## config.mk

```make
export PLATFORM = sky130hd
export DESIGN_NAME = axi_arbiter_fsm_flat
export DESIGN_NICKNAME = d
export VERILOG_FILES = /design/src/rtl/axi_arb_pkg.sv /design/src/rtl/axi_arbiter_fsm_if.sv /design/src/rtl/axi_rd_rr_grant.sv /design/src/rtl/axi_arbiter_fsm.sv /design/src/flat_wrapper.sv
export SDC_FILE = /design/constraint.sdc
export NUM_CORES = 1
export LEC_CHECK = 0
export CORE_MARGIN = 2
export CORE_UTILIZATION = 21
export DETAILED_ROUTE_END_ITERATION = 10
export MAX_ROUTING_LAYER = met4
export PLACE_DENSITY = 0.8
export REMOVE_ABC_BUFFERS = 1
export SETUP_SLACK_MARGIN = 0.1
export SLEW_MARGIN = 30
export SYNTH_ARGS = -nofsm -noshare
export SYNTH_HDL_FRONTEND = slang
export SYNTH_SLANG_ARGS = --single-unit
export TNS_END_PERCENT = 100
```

## constraint.sdc

```tcl
create_clock -name ACLK -period 2.4 [get_ports ACLK]
set_input_delay 0.6 -clock ACLK [delete_from_list [all_inputs] [get_ports ACLK]]
set_output_delay 0.6 -clock ACLK [all_outputs]
set_load 0.005 [all_outputs]
```

## src/rtl/axi_arb_pkg.sv

```systemverilog
// Shared state codes and address decode for the AXI bridge arbiter.
// The numeric state codes are also consumed by the bridge mux and the return path.
package axi_arb_pkg;

  typedef enum logic [3:0] {
    ST_IDLE              = 4'd0,
    ST_RD_ADDR_M1        = 4'd1,
    ST_RD_DATA_M1S0      = 4'd2,
    ST_RD_DATA_M1S1      = 4'd3,
    ST_RD_ADDR_M0        = 4'd4,
    ST_RD_DATA_M0S0      = 4'd5,
    ST_RD_DATA_M0S1      = 4'd6,
    ST_WR_ADDR_M1        = 4'd7,
    ST_WR_DATA_M1S0      = 4'd8,
    ST_WR_DATA_M1S1      = 4'd9,
    ST_WR_RESP_S0M1      = 4'd10,
    ST_WR_RESP_S1M1      = 4'd11,
    ST_WR_ADDR_M0        = 4'd12,
    ST_DEFAULT_SLAVE     = 4'd13,
    ST_WR_ADDR_DATA_M1S0 = 4'd14,
    ST_WR_ADDR_DATA_M1S1 = 4'd15
  } state_e;

  typedef enum logic [1:0] {
    SLV_S0  = 2'd0,
    SLV_S1  = 2'd1,
    SLV_DEF = 2'd2
  } slave_e;

  typedef enum logic {
    GNT_M0 = 1'b0,
    GNT_M1 = 1'b1
  } grant_e;

  localparam logic [31:0] SLAVE_WIN_SIZE = 32'h0001_0000;

  // Unsigned offset compare: addresses below a base wrap to huge offsets and miss.
  function automatic slave_e decode_slave(input logic [31:0] addr,
                                          input logic [31:0] s0_base,
                                          input logic [31:0] s1_base);
    logic [31:0] off0;
    logic [31:0] off1;
    off0 = addr - s0_base;
    off1 = addr - s1_base;
    if (off0 < SLAVE_WIN_SIZE)      return SLV_S0;
    else if (off1 < SLAVE_WIN_SIZE) return SLV_S1;
    else                            return SLV_DEF;
  endfunction

endpackage

```

## src/rtl/axi_arbiter_fsm_if.sv

```systemverilog
// Handshake bundle between the masters/slaves and the arbiter FSMs.
// The arbiter sits on the slave modport; stimulus/upstream logic uses master.
interface axi_arbiter_fsm_if;
  logic        ARVALID_M0;
  logic        ARVALID_M1;
  logic [31:0] ARADDR_M0;
  logic [31:0] ARADDR_M1;
  logic        ARREADY;
  logic        RVALID;
  logic        RLAST;
  logic        RREADY;
  logic        AWVALID_M1;
  logic [31:0] AWADDR_M1;
  logic        WVALID_M1;
  logic        AWREADY;
  logic        WREADY;
  logic        WLAST;
  logic        BVALID;
  logic        BREADY;
  logic [3:0]  CS_R;
  logic [3:0]  NS_R;
  logic [3:0]  CS_W;
  logic [3:0]  NS_W;

  modport master (
    output ARVALID_M0, ARVALID_M1, ARADDR_M0, ARADDR_M1, ARREADY,
           RVALID, RLAST, RREADY, AWVALID_M1, AWADDR_M1, WVALID_M1,
           AWREADY, WREADY, WLAST, BVALID, BREADY,
    input  CS_R, NS_R, CS_W, NS_W
  );

  modport slave (
    input  ARVALID_M0, ARVALID_M1, ARADDR_M0, ARADDR_M1, ARREADY,
           RVALID, RLAST, RREADY, AWVALID_M1, AWADDR_M1, WVALID_M1,
           AWREADY, WREADY, WLAST, BVALID, BREADY,
    output CS_R, NS_R, CS_W, NS_W
  );
endinterface

```

## src/rtl/axi_rd_rr_grant.sv

```systemverilog
// Two-way round-robin picker for the read channel.
// History only advances on a real contention, so a lone requester never steals a turn.
module axi_rd_rr_grant
  import axi_arb_pkg::*;
(
  input  logic   clk,
  input  logic   rst,
  input  logic   req_m0,
  input  logic   req_m1,
  input  logic   take,
  output grant_e grant
);

  grant_e last_rd_grant;

  always_comb begin
    grant = GNT_M1;
    if (req_m0 && req_m1)
      grant = (last_rd_grant == GNT_M1) ? GNT_M0 : GNT_M1;
    else if (req_m0)
      grant = GNT_M0;
  end

  always_ff @(posedge clk or posedge rst) begin
    if (rst)
      last_rd_grant <= GNT_M1;
    else if (take && req_m0 && req_m1)
      last_rd_grant <= grant;
  end

endmodule

```

## src/rtl/axi_arbiter_fsm.sv

```systemverilog
// Read and write arbitration FSMs for the AXI bridge; state codes are exported
// so the mux and return path can steer channels directly from them.
module axi_arbiter_fsm
  import axi_arb_pkg::*;
#(
  parameter logic [31:0] S0_BASE = 32'h0000_0000,
  parameter logic [31:0] S1_BASE = 32'h0001_0000
) (
  input  logic             ACLK,
  input  logic             ARESET,
  axi_arbiter_fsm_if.slave bus
);

  state_e rd_cs, rd_ns;
  state_e wr_cs, wr_ns;
  grant_e rd_grant;
  logic   rd_take;
  slave_e ar_slv_m0, ar_slv_m1, aw_slv;

  assign ar_slv_m0 = decode_slave(bus.ARADDR_M0, S0_BASE, S1_BASE);
  assign ar_slv_m1 = decode_slave(bus.ARADDR_M1, S0_BASE, S1_BASE);
  assign aw_slv    = decode_slave(bus.AWADDR_M1, S0_BASE, S1_BASE);

  axi_rd_rr_grant u_rr (
    .clk    (ACLK),
    .rst    (ARESET),
    .req_m0 (bus.ARVALID_M0),
    .req_m1 (bus.ARVALID_M1),
    .take   (rd_take),
    .grant  (rd_grant)
  );

  always_ff @(posedge ACLK or posedge ARESET) begin
    if (ARESET) begin
      rd_cs <= ST_IDLE;
      wr_cs <= ST_IDLE;
    end else begin
      rd_cs <= rd_ns;
      wr_cs <= wr_ns;
    end
  end

  always_comb begin
    rd_ns = rd_cs;
    case (rd_cs)
      ST_IDLE:
        if (bus.ARVALID_M0 || bus.ARVALID_M1)
          rd_ns = (rd_grant == GNT_M0) ? ST_RD_ADDR_M0 : ST_RD_ADDR_M1;
      ST_RD_ADDR_M0:
        if (bus.ARVALID_M0 && bus.ARREADY) begin
          case (ar_slv_m0)
            SLV_S0:  rd_ns = ST_RD_DATA_M0S0;
            SLV_S1:  rd_ns = ST_RD_DATA_M0S1;
            default: rd_ns = ST_DEFAULT_SLAVE;
          endcase
        end
      ST_RD_ADDR_M1:
        if (bus.ARVALID_M1 && bus.ARREADY) begin
          case (ar_slv_m1)
            SLV_S0:  rd_ns = ST_RD_DATA_M1S0;
            SLV_S1:  rd_ns = ST_RD_DATA_M1S1;
            default: rd_ns = ST_DEFAULT_SLAVE;
          endcase
        end
      ST_RD_DATA_M0S0, ST_RD_DATA_M0S1, ST_RD_DATA_M1S0, ST_RD_DATA_M1S1,
      ST_DEFAULT_SLAVE:
        if (bus.RVALID && bus.RREADY && bus.RLAST)
          rd_ns = ST_IDLE;
      default: rd_ns = ST_IDLE;
    endcase
  end

  // W beats offered before the address is accepted are deliberately ignored.
  always_comb begin
    wr_ns = wr_cs;
    case (wr_cs)
      ST_IDLE:
        if (bus.AWVALID_M1 && bus.WVALID_M1) begin
          case (aw_slv)
            SLV_S0:  wr_ns = ST_WR_ADDR_DATA_M1S0;
            SLV_S1:  wr_ns = ST_WR_ADDR_DATA_M1S1;
            default: wr_ns = ST_DEFAULT_SLAVE;
          endcase
        end else if (bus.AWVALID_M1) begin
          wr_ns = ST_WR_ADDR_M1;
        end
      ST_WR_ADDR_M1:
        if (bus.AWVALID_M1 && bus.AWREADY) begin
          case (aw_slv)
            SLV_S0:  wr_ns = ST_WR_DATA_M1S0;
            SLV_S1:  wr_ns = ST_WR_DATA_M1S1;
            default: wr_ns = ST_DEFAULT_SLAVE;
          endcase
        end
      ST_WR_ADDR_DATA_M1S0:
        if (bus.AWREADY && bus.WREADY && bus.WLAST) wr_ns = ST_WR_RESP_S0M1;
        else if (bus.AWREADY)                       wr_ns = ST_WR_DATA_M1S0;
      ST_WR_ADDR_DATA_M1S1:
        if (bus.AWREADY && bus.WREADY && bus.WLAST) wr_ns = ST_WR_RESP_S1M1;
        else if (bus.AWREADY)                       wr_ns = ST_WR_DATA_M1S1;
      ST_WR_DATA_M1S0:
        if (bus.WVALID_M1 && bus.WREADY && bus.WLAST) wr_ns = ST_WR_RESP_S0M1;
      ST_WR_DATA_M1S1:
        if (bus.WVALID_M1 && bus.WREADY && bus.WLAST) wr_ns = ST_WR_RESP_S1M1;
      ST_WR_RESP_S0M1, ST_WR_RESP_S1M1, ST_DEFAULT_SLAVE:
        if (bus.BVALID && bus.BREADY) wr_ns = ST_IDLE;
      default: wr_ns = ST_IDLE;
    endcase
  end

  always_comb begin
    rd_take  = (rd_cs == ST_IDLE);
    bus.CS_R = rd_cs;
    bus.NS_R = rd_ns;
    bus.CS_W = wr_cs;
    bus.NS_W = wr_ns;
  end

endmodule

```

## src/flat_wrapper.sv

```systemverilog
// flat-port wrapper written by rule: the top's interface ports become plain ports
module axi_arbiter_fsm_flat import axi_arb_pkg::*;
#(
  parameter logic [31:0] S0_BASE = 32'h0000_0000,
  parameter logic [31:0] S1_BASE = 32'h0001_0000
)
  (ACLK, ARESET, bus_ARVALID_M0, bus_ARVALID_M1, bus_ARADDR_M0, bus_ARADDR_M1, bus_ARREADY, bus_RVALID, bus_RLAST, bus_RREADY, bus_AWVALID_M1, bus_AWADDR_M1, bus_WVALID_M1, bus_AWREADY, bus_WREADY, bus_WLAST, bus_BVALID, bus_BREADY, bus_CS_R, bus_NS_R, bus_CS_W, bus_NS_W);
  axi_arbiter_fsm_if bus_i ();
  input  logic ACLK;
  input  logic ARESET;
  input wire logic [$bits(bus_i.ARVALID_M0)-1:0] bus_ARVALID_M0;
  input wire logic [$bits(bus_i.ARVALID_M1)-1:0] bus_ARVALID_M1;
  input wire logic [$bits(bus_i.ARADDR_M0)-1:0] bus_ARADDR_M0;
  input wire logic [$bits(bus_i.ARADDR_M1)-1:0] bus_ARADDR_M1;
  input wire logic [$bits(bus_i.ARREADY)-1:0] bus_ARREADY;
  input wire logic [$bits(bus_i.RVALID)-1:0] bus_RVALID;
  input wire logic [$bits(bus_i.RLAST)-1:0] bus_RLAST;
  input wire logic [$bits(bus_i.RREADY)-1:0] bus_RREADY;
  input wire logic [$bits(bus_i.AWVALID_M1)-1:0] bus_AWVALID_M1;
  input wire logic [$bits(bus_i.AWADDR_M1)-1:0] bus_AWADDR_M1;
  input wire logic [$bits(bus_i.WVALID_M1)-1:0] bus_WVALID_M1;
  input wire logic [$bits(bus_i.AWREADY)-1:0] bus_AWREADY;
  input wire logic [$bits(bus_i.WREADY)-1:0] bus_WREADY;
  input wire logic [$bits(bus_i.WLAST)-1:0] bus_WLAST;
  input wire logic [$bits(bus_i.BVALID)-1:0] bus_BVALID;
  input wire logic [$bits(bus_i.BREADY)-1:0] bus_BREADY;
  output wire logic [$bits(bus_i.CS_R)-1:0] bus_CS_R;
  output wire logic [$bits(bus_i.NS_R)-1:0] bus_NS_R;
  output wire logic [$bits(bus_i.CS_W)-1:0] bus_CS_W;
  output wire logic [$bits(bus_i.NS_W)-1:0] bus_NS_W;
  assign bus_i.ARVALID_M0 = bus_ARVALID_M0;
  assign bus_i.ARVALID_M1 = bus_ARVALID_M1;
  assign bus_i.ARADDR_M0 = bus_ARADDR_M0;
  assign bus_i.ARADDR_M1 = bus_ARADDR_M1;
  assign bus_i.ARREADY = bus_ARREADY;
  assign bus_i.RVALID = bus_RVALID;
  assign bus_i.RLAST = bus_RLAST;
  assign bus_i.RREADY = bus_RREADY;
  assign bus_i.AWVALID_M1 = bus_AWVALID_M1;
  assign bus_i.AWADDR_M1 = bus_AWADDR_M1;
  assign bus_i.WVALID_M1 = bus_WVALID_M1;
  assign bus_i.AWREADY = bus_AWREADY;
  assign bus_i.WREADY = bus_WREADY;
  assign bus_i.WLAST = bus_WLAST;
  assign bus_i.BVALID = bus_BVALID;
  assign bus_i.BREADY = bus_BREADY;
  assign bus_CS_R = bus_i.CS_R;
  assign bus_NS_R = bus_i.NS_R;
  assign bus_CS_W = bus_i.CS_W;
  assign bus_NS_W = bus_i.NS_W;
  axi_arbiter_fsm #(.S0_BASE(S0_BASE), .S1_BASE(S1_BASE)) u_core (.ACLK(ACLK), .ARESET(ARESET), .bus(bus_i));
endmodule
```

======== After elaboration in Yosys (flattened, before gate mapping) ========
Cells that the tools add are included.
word-level totals
  register bits after elaboration ......... 9
  logic and storage cells ................. 82
  output and inout port bits .............. 16
  bits of input ports ..................... 111
cells by class
  reduce and logical (&&, ||, !) cells .... 22
  $add $sub $neg .......................... 3
  magnitude comparators ................... 6
  equality and inequality tests ........... 18
  mux-type cells .......................... 30
operators by type and width
  operator                                                                        number
  32-bit by 17-bit less-than comparator with 1-bit output, second input constant  6
  32-bit by 17-bit subtractor with 32-bit output, second input constant           3
  4-bit 2-to-1 mux                                                                14
  4-bit == test, second input constant                                            8
  4-bit case mux with 7 select lines                                              1
  4-bit by 3-bit == test with 1-bit output, second input constant                 4
  4-bit case mux with 2 select lines                                              2
  4-bit case mux with 4 select lines                                              1
  1-bit logical AND                                                               14
  2-bit 2-to-1 mux                                                                6
  4-bit by 2-bit == test with 1-bit output, second input constant                 2
  4-bit logical NOT                                                               2
  2-bit by 1-bit == test with 1-bit output, second input constant                 3
  2-bit logical NOT                                                               3
  3-bit case mux with 2 select lines                                              1
  5-bit OR reduction                                                              1
  4-bit by 1-bit == test with 1-bit output, second input constant                 1
  2-bit case mux with 2 select lines                                              1
  1-bit 2-to-1 mux                                                                3
  3-bit 2-to-1 mux                                                                1
  3-bit OR reduction                                                              1
  1-bit logical OR                                                                1

======== Longest topological paths before layout ========
Gate-level depths: netlist of run 1.
  depth after elaboration ................. 8
  mapped depth ............................ 6

======== Hierarchy ========
A second synthesis of run 1 with hierarchy kept.
second synthesis, totals
  cells, all modules ...................... 96
  area, all modules ....................... 770.7 um^2
modules (own cells, without submodules)
  module           sequential area each (um^2)  area an instance (um^2)  times used  cells each
  axi_arbiter_fsm  200.2                        718.2                    1           90
  axi_rd_rr_grant  26.3                         52.6                     1           6

======== Worst setup path before layout of run 1 ========
OpenSTA, ideal clock, no wires.
  path kind ............................... input to output
  start point ............................. input port bus_AWADDR_M1[29]
  end point ............................... output port bus_NS_W[0]
  stages .................................. 5
  buffers on the path ..................... 0
  data arrival time ....................... 1703 ps
  setup slack ............................. 97 ps
  cells stage by stage .................... or4_4 -> nor3_2 -> nand4_1 -> o32ai_1 -> nand2_1
between the ends
  longest elaborated chain between the ends .. 8
  elaborated cells between the ends (all ways) .. 12
ends and longest elaborated chain
  element                                                                                          RTL line                                      text
  start: declaration                                                                               flat_wrapper.sv:20                            input wire logic [$bits(bus_i.AWADDR_M1)-1:0] bus_AWADDR_M1;
  32-bit by 17-bit subtractor with 32-bit output                                                   axi_arb_pkg.sv:44                             off1 = addr - s1_base;
  32-bit by 17-bit less-than comparator with 1-bit output                                          axi_arb_pkg.sv:46                             else if (off1 < SLAVE_WIN_SIZE) return SLV_S1;
  2-bit 2-to-1 mux                                                                                 axi_arb_pkg.sv:46
  2-bit 2-to-1 mux (*)                                                                             axi_arb_pkg.sv:45                             if (off0 < SLAVE_WIN_SIZE) return SLV_S0;
  2-bit by 1-bit == test with 1-bit output / 2-bit logical NOT (equally long branches)             axi_arbiter_fsm.sv:79, axi_arbiter_fsm.sv:89
  3-bit case mux with 2 select lines / 2-bit case mux with 2 select lines (equally long branches)  axi_arbiter_fsm.sv:89, axi_arbiter_fsm.sv:79
  4-bit 2-to-1 mux (on tied branches)                                                              axi_arbiter_fsm.sv:88, axi_arbiter_fsm.sv:78
  4-bit case mux with 7 select lines (*)                                                           axi_arbiter_fsm.sv:76                         case (wr_cs)
  end: declaration                                                                                 flat_wrapper.sv:30                            output wire logic [$bits(bus_i.NS_W)-1:0] bus_NS_W;
Mark *: on every way between the ends. The rest lies on a longest branch, timed or not.

======== Final worst setup path of run 1 ========
  start point ............................. input port bus_AWADDR_M1[27]
  end point ............................... output port bus_NS_W[2]
between the ends
  longest elaborated chain between the ends .. 8
  elaborated cells between the ends (all ways) .. 10
ends and longest elaborated chain
  element                                                                               RTL line               text
  32-bit by 17-bit subtractor with 32-bit output                                        axi_arb_pkg.sv:44
  32-bit by 17-bit less-than comparator with 1-bit output                               axi_arb_pkg.sv:46
  2-bit 2-to-1 mux                                                                      axi_arb_pkg.sv:46
  2-bit 2-to-1 mux (*)                                                                  axi_arb_pkg.sv:45
  2-bit by 1-bit == test with 1-bit output / 2-bit logical NOT (equally long branches)  axi_arbiter_fsm.sv:89  case (aw_slv)
  3-bit case mux with 2 select lines (*)                                                axi_arbiter_fsm.sv:89
  4-bit 2-to-1 mux (*)                                                                  axi_arbiter_fsm.sv:88  if (bus.AWVALID_M1 && bus.AWREADY) begin
  4-bit case mux with 7 select lines (*)                                                axi_arbiter_fsm.sv:76
Marks and branches as above.

==> results of run 1 <==
## logic make-up (layout without fill, tap and decap cells)
kind of cell / Yosys count / in the layout / synth area share [%]
xor+xnor: 2 / 2 / 2.38
mux: 1 / 1 / 1.36
buf+inv: 8 / 128 / 4.07
compound gates: 21 / 21 / 20.7
flops: 9 / 9 / 30.7
simple gates: 54 / 54 / 40.8
## repair_timing
| action | 4_1_cts | 5_1_grt |
|---|---|---|
| resized for setup | 149 | 15 |
| buffers inserted | 20 | 0 |
| endpoints found under the setup margin | 8 | 8 |
| pin swaps | 32 | 15 |
## layer usage
| metal | share of wire, % | vias up |
|---|---|---|
| li1 | - | 612 |
| met1 | 42 | 588 |
| met2 | 55 | 23 |
| met3 | 2.6 | 4 |
| met4 | 0.78 | 0 |
| met5 | 0 | - |
## worst max-delay path by stage
stage	end
3_3_place_gp	bus_NS_W[0]
4_1_cts	bus_NS_W[2]
3_5_place_dp	bus_NS_W[0]
5_1_grt	bus_NS_W[0]
2_1_floorplan	bus_NS_W[0]
6_report	bus_NS_W[2]
## report_power, final
| group | switching, mW | total (mW) | internal (mW) |
|---|---|---|---|
| Combinational | 0.445 | 1.16 | 0.712 |
| Sequential | 0.0828 | 0.302 | 0.219 |
| Clock | 0.0570 | 0.119 | 0.0616 |
| Total | 0.585 | 1.58 | 0.993 |
## sequential cells by signal, indices dropped and copies added, names as in the netlist
name                       count
u_core.bus.CS_R                4
u_core.u_rr.last_rd_grant      1
u_core.bus.CS_W                4
## critical path, delay by kind of cell
| kind | cells | cell delay, ns |
|---|---|---|
| and+or+nand+nor | 3 | 0.81 |
| buffers and inverters | 2 | 0.23 |
| AOI/OAI and AO/OA | 1 | 0.42 |
## layout by cell type, fill, tap and decap left out, drive strengths merged, types with 2 or more instances in the layout
master         instances
a221o                  2
nor3                   6
nand4b                 2
clkdlybuf4s15         12
a21oi                  2
dlygate4sd2           14
nand2                 13
clkbuf                 4
nand3                  4
clkdlybuf4s50         26
xnor2                  2
o21ai                  6
nand4                  7
nor2                   5
buf                   66
inv                    4
dfrtp                  8
nor4                  10
## per-stage QoR
stage	TNS [ns]	util (%)	instances	hold slack (ns)
6_report	-0.668	59.1	261	0.586
2_1_floorplan	0	-	91	0.427
5_1_grt	-1.23	59.1	261	0.621
4_1_cts	-0.663	57.7	262	0.595
3_5_place_dp	-5.64	52.1	239	0.594
3_3_place_gp	-5.47	52.1	239	0.588
## final cells by class
| type | count | area, µm² |
|---|---|---|
| Clock inverter | 1 | 5.00 |
| Clock buffer | 3 | 22.5 |
| Timing Repair Buffer | 120 | 1040 |
| Multi-Input combinational cell | 78 | 624 |
| Sequential cell | 9 | 226 |
| Tap cell | 46 | 57.6 |
| Inverter | 4 | 15.0 |
| Fill cell | 296 | 1380 |
==> impl_metrics.json, run 1 <==
{
  "status": "complete, but fails checks",
  "ys_warn_count": 0,
  "synth_cell_types": 35,
  "total_power_mw": 1.58,
  "antenna_cells": 0,
  "fin_crit_sh_pct": 111,
  "slowest_stage": "or4_4",
  "cp.required_ns": 1.80,
  "grt_max_degree": 11,
  "hold_class": "input pin to asynchronous set/reset pin",
  "clk_latency_ns": 0.26,
  "ir_drop_mv": 0.330,
  "skew_ns": 0.00307,
  "syn_area_per_cell_um2": 7.76,
  "synth_common_cells": "13 x nand2_1, 10 x nor4_1, 8 x dfrtp_1",
  "dp_slack_ns": -0.874,
  "cp-start-kind": "input pin",
  "rr_endpoint": "u_core.bus.CS_R[2]$_DFF_PP0_",
  "grtUsageMet1_pct": 20.5,
  "endpoint_kind": "output port",
  "syn2layout_area_growth_pct": 170,
  "vias": 1227,
  "cts_buffers": 3,
  "final_area_mm2": 0.00199,
  "grt_use_met2_pct": 33.2,
  "die_area_mm2": 0.00400,
  "rows": 21,
  "drv_cap": 0,
  "top_usage_layer": "met2",
  "syn_area_um2": 737,
  "hold_viol": 0,
  "synth_flop_cell": "dfrtp_1",
  "cp_cell_sequence": "buf_6, or4_4, nor3_2, nand4_1, a221o_1, buf_2",
  "ioPinCount": 127,
  "final_antenna_net_count": 0,
  "cts_tree": "yes",
  "clock_sinks": 9,
  "start_util_pct": 21.9,
  "hpwl_mm": 2.61,
  "grt_pass1_vias": 1305,
  "synthArstFlopShare_pct": 100,
  "die_x_um": 63.2,
  "p_leak_nw": 0.898,
  "yosysMostFrequentCell": "nand2_1",
  "r2r_start": "u_core.u_rr.last_rd_grant$_DFFE_PP1P_",
  "grt_pass1_wl_mm": 5.70,
  "drive_gt1_share_pct": 44.7,
  "tightestPinTransition_ns": 0.339,
  "final-max-slew-violation-count": 0,
  "yosysTopAreaCellShare_pct": 27.2,
  "path_clk_slew_ns": 0.07,
  "cts_hold_buf": 0,
  "r2r_slack_ns": 0.29,
  "yosysSeqAreaShare_pct": 30.7,
  "syn_inst": 95,
  "rsz0062_at_grt": "true",
  "grt_util_all_layers_pct": 18.2,
  "crit_type": "input pin to output port",
  "synthTopCellsByArea": "dfrtp_1 27%, nor4_1 8.5%, nand2_1 6.6%",
  "max_slew_margin_pct": 77.2,
  "cp.arrival_ns": 2.06,
  "vias_per_cell": 4.70,
  "routabilityCongestion": 0.871,
  "slowest_delay_ns": 0.52,
  "setup_slack_ns": -0.256,
  "grt-ovfl-total": 0,
  "crit_start": "bus_AWADDR_M1[27]",
  "port_buffers": 78,
  "antenna_found_initial": 0,
  "cts_buffer_depth": 2,
  "achievable-frequency_mhz": 377,
  "setup_viol": 5,
  "crit_fanout": 3,
  "grt.met3_usage_pct": 3.93,
  "nets": 327,
  "core_mm2": 0.00336,
  "ys_ff_latch": 9,
  "clk_root_buffer_cell": "clkbuf_4",
  "wl_per_cell_um": 13.7,
  "drc": 0,
  "first_pass_iters": 2,
  "synth_edf_count": 0,
  "failed_checks": "setup timing",
  "first_iter_violations": 53,
  "wl_mm": 3.57,
  "place_area_mm2": 0.00175,
  "r2r_cells": 14,
  "h-tree-depth": 1,
  "period_needed_ns": 2.66,
  "yosysTopAreaCell": "dfrtp_1",
  "power_density_mw_per_mm2": 794,
  "die_y_um": 63.2
}
Power figures use the tool's default switching activity.
==> run 2, diff against run 1 <==
--- a/config.mk
+++ b/config.mk
@@ -7,12 +7,13 @@
 export LEC_CHECK = 0
 export CORE_MARGIN = 2
 export CORE_UTILIZATION = 21
+export CTS_BUF_LIST = sky130_fd_sc_hd__clkbuf_16
 export DETAILED_ROUTE_END_ITERATION = 10
 export MAX_ROUTING_LAYER = met4
 export PLACE_DENSITY = 0.8
 export REMOVE_ABC_BUFFERS = 1
 export SETUP_SLACK_MARGIN = 0.1
-export SLEW_MARGIN = 30
+export SLEW_MARGIN = 10
 export SYNTH_ARGS = -nofsm -noshare
 export SYNTH_HDL_FRONTEND = slang
 export SYNTH_SLANG_ARGS = --single-unit
==> impl_metrics.json, run 2 (synthesis gave the netlist of run 1 again) <==
{
  "first_iter_violations": 71,
  "fin_crit_sh_pct": 112,
  "final_core_util_pct": 60.1,
  "nFillCells": 296,
  "hold_start": "u_core.u_rr.last_rd_grant$_DFFE_PP1P_",
  "die_y_um": 63.2,
  "endpoint_kind": "output port",
  "grt_pass1_vias": 1387,
  "cts_buffer_depth": 2,
  "drc": 0,
  "place_area_mm2": 0.00175,
  "hold_viol": 0,
  "r2r_cells": 12,
  "drive_gt1_share_pct": 44.3,
  "first_pass_iters": 4,
  "routabilityCongestion": 0.871,
  "cp.required_ns": 1.80,
  "fin_cells": 258,
  "rr_endpoint": "u_core.bus.CS_R[2]$_DFF_PP0_",
  "tightestPinTransition_ns": 0.359,
  "achievable-frequency_mhz": 372,
  "dp_slack_ns": -0.874,
  "setup_viol": 6,
  "grt_pass1_wl_mm": 6.16,
  "clock_sinks": 9,
  "syn2layout_area_growth_pct": 174,
  "grt-ovfl-total": 0,
  "die_x_um": 63.2,
  "register_area_um2": 226,
  "ioPinCount": 127,
  "hpwl_mm": 2.61,
  "cp-start-kind": "input pin",
  "grt_max_degree": 11,
  "die_area_mm2": 0.00400,
  "rows": 21,
  "crit_type": "input pin to output port",
  "final_common_cell": "buf_4",
  "status": "complete, but fails checks",
  "dp.cells": 239,
  "layout_common_cells": "37 x buf_4, 27 x clkdlybuf4s50_1, 14 x dlygate4sd2_1, 14 x buf_2",
  "final-max-slew-violation-count": 0,
  "cp.arrival_ns": 2.09,
  "min_path_cells": 2,
  "skew_ns": 0.000496,
  "period_needed_ns": 2.69,
  "cts_buffers": 3,
  "clk_latency_ns": 0.24,
  "final_area_mm2": 0.00202,
  "setup_slack_ns": -0.289,
  "drv_cap": 0,
  "final_antenna_net_count": 0,
  "nets": 324,
  "antenna_found_initial": 0,
  "crit_fanout": 3,
  "r2r_slack_ns": 0.42,
  "p_leak_nw": 0.901,
  "path_clk_slew_ns": 0.04,
  "multi_input_area_um2": 637,
  "power_density_mw_per_mm2": 884,
  "failed_checks": "setup timing",
  "vias": 1266,
  "max_slew_margin_pct": 76.1,
  "antenna_cells": 0,
  "hold_class": "flip-flop to flip-flop",
  "r2r_start": "u_core.bus.CS_R[3]$_DFF_PP0_",
  "rsz0062_at_grt": "true",
  "whs_endpoint": "u_core.u_rr.last_rd_grant$_DFFE_PP1P_",
  "port_buffers": 78,
  "clk_root_buffer_cell": "clkbuf_16",
  "core_mm2": 0.00336,
  "grt_util_all_layers_pct": 19.8,
  "h-tree-depth": 1,
  "cts_tree": "yes",
  "start_util_pct": 21.9,
  "vias_per_cell": 4.91,
  "ir_drop_mv": 0.308,
  "wl_per_cell_um": 15.3,
  "total_power_mw": 1.79,
  "wl_mm": 3.96
}
-- run 2: metrics by stage --
step / setup TNS, ns / hold slack, ns
CTS: -0.663 / 0.601
global placement: -5.47 / 0.588
floorplan: 0 / 0.427
global route: -1.54 / 0.607
detailed placement: -5.64 / 0.594
finish: -0.834 / 0.603
-- run 2: layer usage --
layer  track usage [%]  vias to the layer above  part of all wire (%)
met3              3.93                       10                   4.1
met4              7.88                        0                   2.0
met5                 -                        -                     0
met1              21.4                      606                    39
met2              35.4                       41                    55
li1                  -                      609                     -
-- run 2: timing repair --
action,4_1_cts,5_1_grt
setup endpoints to repair,8,9
hold buffers,0,0
resized for setup,148,18
pin swaps,31,17
setup buffers,16,2
-- run 2: worst max-delay path, cell delays in order --
cell,delay (ns)
clkdlybuf4s50_1,0.43
nor4_2,0.28
nand4_1,0.20
a221o_1,0.43
buf_2,0.14
-- run 2: cell type report --
type,instances,area share (%)
Timing Repair Buffer,117,49.7
Inverter,4,0.743
Multi-Input combinational cell,78,31.5
Clock buffer,3,3.72
Sequential cell,9,11.2
Clock inverter,1,0.248
Tap cell,46,2.85
-- run 2: power breakdown --
part | leakage, nW | internal [mW] | switching, mW
sequential | 0.113 | 0.220 | 0.0874
combinational | 0.747 | 0.713 | 0.469
clock | 0.0409 | 0.220 | 0.0776
-- run 2: worst max path at each step --
stage | start | end | slack (ns) | cells after the start
finish | bus_AWADDR_M1[21] | bus_NS_W[2] | -0.29 | 5
detailed placement | bus_AWADDR_M1[29] | bus_NS_W[0] | -0.87 | 7
global route | bus_AWADDR_M1[21] | bus_NS_W[2] | -0.39 | 5
global placement | bus_AWADDR_M1[29] | bus_NS_W[0] | -0.83 | 7
floorplan | bus_AWADDR_M1[29] | bus_NS_W[0] | 0.1 | 5
CTS | bus_AWADDR_M1[25] | bus_NS_W[2] | -0.26 | 6
==> run 3, diff against run 2 <==
--- a/config.mk
+++ b/config.mk
@@ -5,12 +5,12 @@
 export SDC_FILE = /design/constraint.sdc
 export NUM_CORES = 1
 export LEC_CHECK = 0
-export CORE_MARGIN = 2
-export CORE_UTILIZATION = 21
+export CORE_AREA = 2 2 49 51
 export CTS_BUF_LIST = sky130_fd_sc_hd__clkbuf_16
 export DETAILED_ROUTE_END_ITERATION = 10
+export DIE_AREA = 0 0 51 53
+export DONT_BUFFER_PORTS = 1
 export MAX_ROUTING_LAYER = met4
-export PLACE_DENSITY = 0.8
 export REMOVE_ABC_BUFFERS = 1
 export SETUP_SLACK_MARGIN = 0.1
 export SLEW_MARGIN = 10
==> impl_metrics.json, run 3 (synthesis gave the netlist of run 1 again) <==
{
  "die_x_um": 51,
  "r2r_slack_ns": 0.92,
  "syn2layout_area_growth_pct": 20.7,
  "final-max-slew-violation-count": 0,
  "hold_class": "input pin to asynchronous set/reset pin",
  "antenna_found_initial": 0,
  "dp.cells": 119,
  "grt-ovfl-total": 0,
  "r2r_start": "u_core.bus.CS_W[1]$_DFF_PP0_",
  "cp-start-kind": "input pin",
  "endpoint_kind": "output port",
  "ioPinCount": 127,
  "total_power_mw": 0.979,
  "hold-worst-slack_ns": 0.212,
  "wl_mm": 2.04,
  "start_util_pct": 34.3,
  "p_leak_nw": 0.330,
  "hpwl_mm": 1.64,
  "antenna_cells": 0,
  "cts_hold_buf": 0,
  "setup_viol": 0,
  "final_antenna_net_count": 0,
  "h-tree-depth": 1,
  "vias": 803,
  "die_area_mm2": 0.00270,
  "cts_buffer_depth": 2,
  "ir_drop_mv": 0.529,
  "nets": 208,
  "routabilityCongestion": 0.748,
  "tightestPinTransition_ns": 0.521,
  "period_needed_ns": 2.38,
  "path_clk_slew_ns": 0.04,
  "wl_per_cell_um": 16.4,
  "achievable-frequency_mhz": 421,
  "multi_input_area_um2": 527,
  "grt_max_degree": 11,
  "cts_buffers": 3,
  "drive_gt1_share_pct": 15.6,
  "rr_endpoint": "u_core.bus.CS_W[1]$_DFF_PP0_",
  "slowest_delay_ns": 0.51,
  "first_pass_iters": 3,
  "slowest_stage": "or4_4",
  "core_mm2": 0.00215,
  "layout_common_cells": "13 x nand2_1, 8 x dfrtp_1, 7 x nor4_1, 7 x nand4_1, 6 x o21ai_0",
  "grt_pass1_vias": 716,
  "path_buf_inv": 0,
  "status": "completed",
  "r2r_cells": 5,
  "port_buffers": 0,
  "drv_cap": 0,
  "crit_fanout": 3,
  "cp.arrival_ns": 1.78,
  "hold_viol": 0,
  "tns_ns": 0,
  "die_y_um": 53,
  "nFillCells": 219,
  "clk_root_buffer_cell": "clkbuf_16",
  "clock_sinks": 9,
  "rsz0062_at_grt": "true",
  "drc": 0,
  "cp_cell_sequence": "or4_4, nor3_2, nand4_1, o32ai_2, nand2_1",
  "first_iter_violations": 11,
  "crit_type": "input pin to output port",
  "grt_util_all_layers_pct": 15.5,
  "vias_per_cell": 6.48,
  "cts_tree": "yes",
  "cp.required_ns": 1.80,
  "skew_ns": 0.000548,
  "fin_cells": 124,
  "register_area_um2": 226,
  "clk_latency_ns": 0.23,
  "max_slew_margin_pct": 64.7,
  "power_density_mw_per_mm2": 1100,
  "critPathTopFamily": "simple AND/OR/NAND/NOR gates",
  "final_common_cell": "nand2_1",
  "final_core_util_pct": 41.4,
  "fin_crit_sh_pct": 99.0,
  "rows": 17,
  "grt_pass1_wl_mm": 3.01
}
## run 3: timing repair
action | in CTS | in global routing
resized for setup | 1 | 8
endpoints found under the setup margin | 2 | 7
setup buffers | 0 | 1
pin swaps | 0 | 1
## run 3: worst max path at each step
stage	from	end	slack (ns)	depth (start not counted)
after floorplan	bus_AWADDR_M1[29]	bus_NS_W[0]	0.1	5
after global placement	bus_AWADDR_M1[29]	bus_NS_W[0]	0.003	5
after detailed placement	bus_AWADDR_M1[29]	bus_NS_W[0]	0.009	5
after CTS	bus_AWADDR_M1[29]	bus_NS_W[0]	0.01	5
after global routing	bus_AWADDR_M1[29]	bus_NS_W[0]	-0.03	5
final	bus_AWADDR_M1[29]	bus_NS_W[0]	0.02	5
## run 3: per-stage QoR
stage / setup WS [ns] / instance area, µm²
after floorplan: 0.0971 / 722
after global placement: 0.00337 / 757
after detailed placement: 0.00875 / 757
after CTS: 0.0136 / 843
after global routing: -0.0315 / 890
final: 0.0243 / 890
## run 3: power breakdown
group / internal, mW / total (mW) / switching (mW)
combinational: 0.158 / 0.333 / 0.176
clock: 0.217 / 0.284 / 0.0669
sequential: 0.219 / 0.362 / 0.143
total: 0.594 / 0.979 / 0.386
## run 3: layout make-up
type                            instances  area share (%)
Tap cell                               28            3.94
Clock inverter                          1           0.422
Sequential cell                         9            25.5
Multi-Input combinational cell         78            59.2
Clock buffer                            3            8.44
Inverter                                4            1.69
Timing Repair Buffer                    1           0.844
## run 3: metal layers
metal / up-vias / share of wire (%) / GRT usage [%] / wire length, µm
met4: 0 / 1.5 / 6.76 / 31
met3: 4 / 12 / 5.65 / 245
li1: 380 / - / - / -
met1: 369 / 37 / 17.8 / 751
met2: 50 / 50 / 24.5 / 1010
met5: - / 0 / - / 0
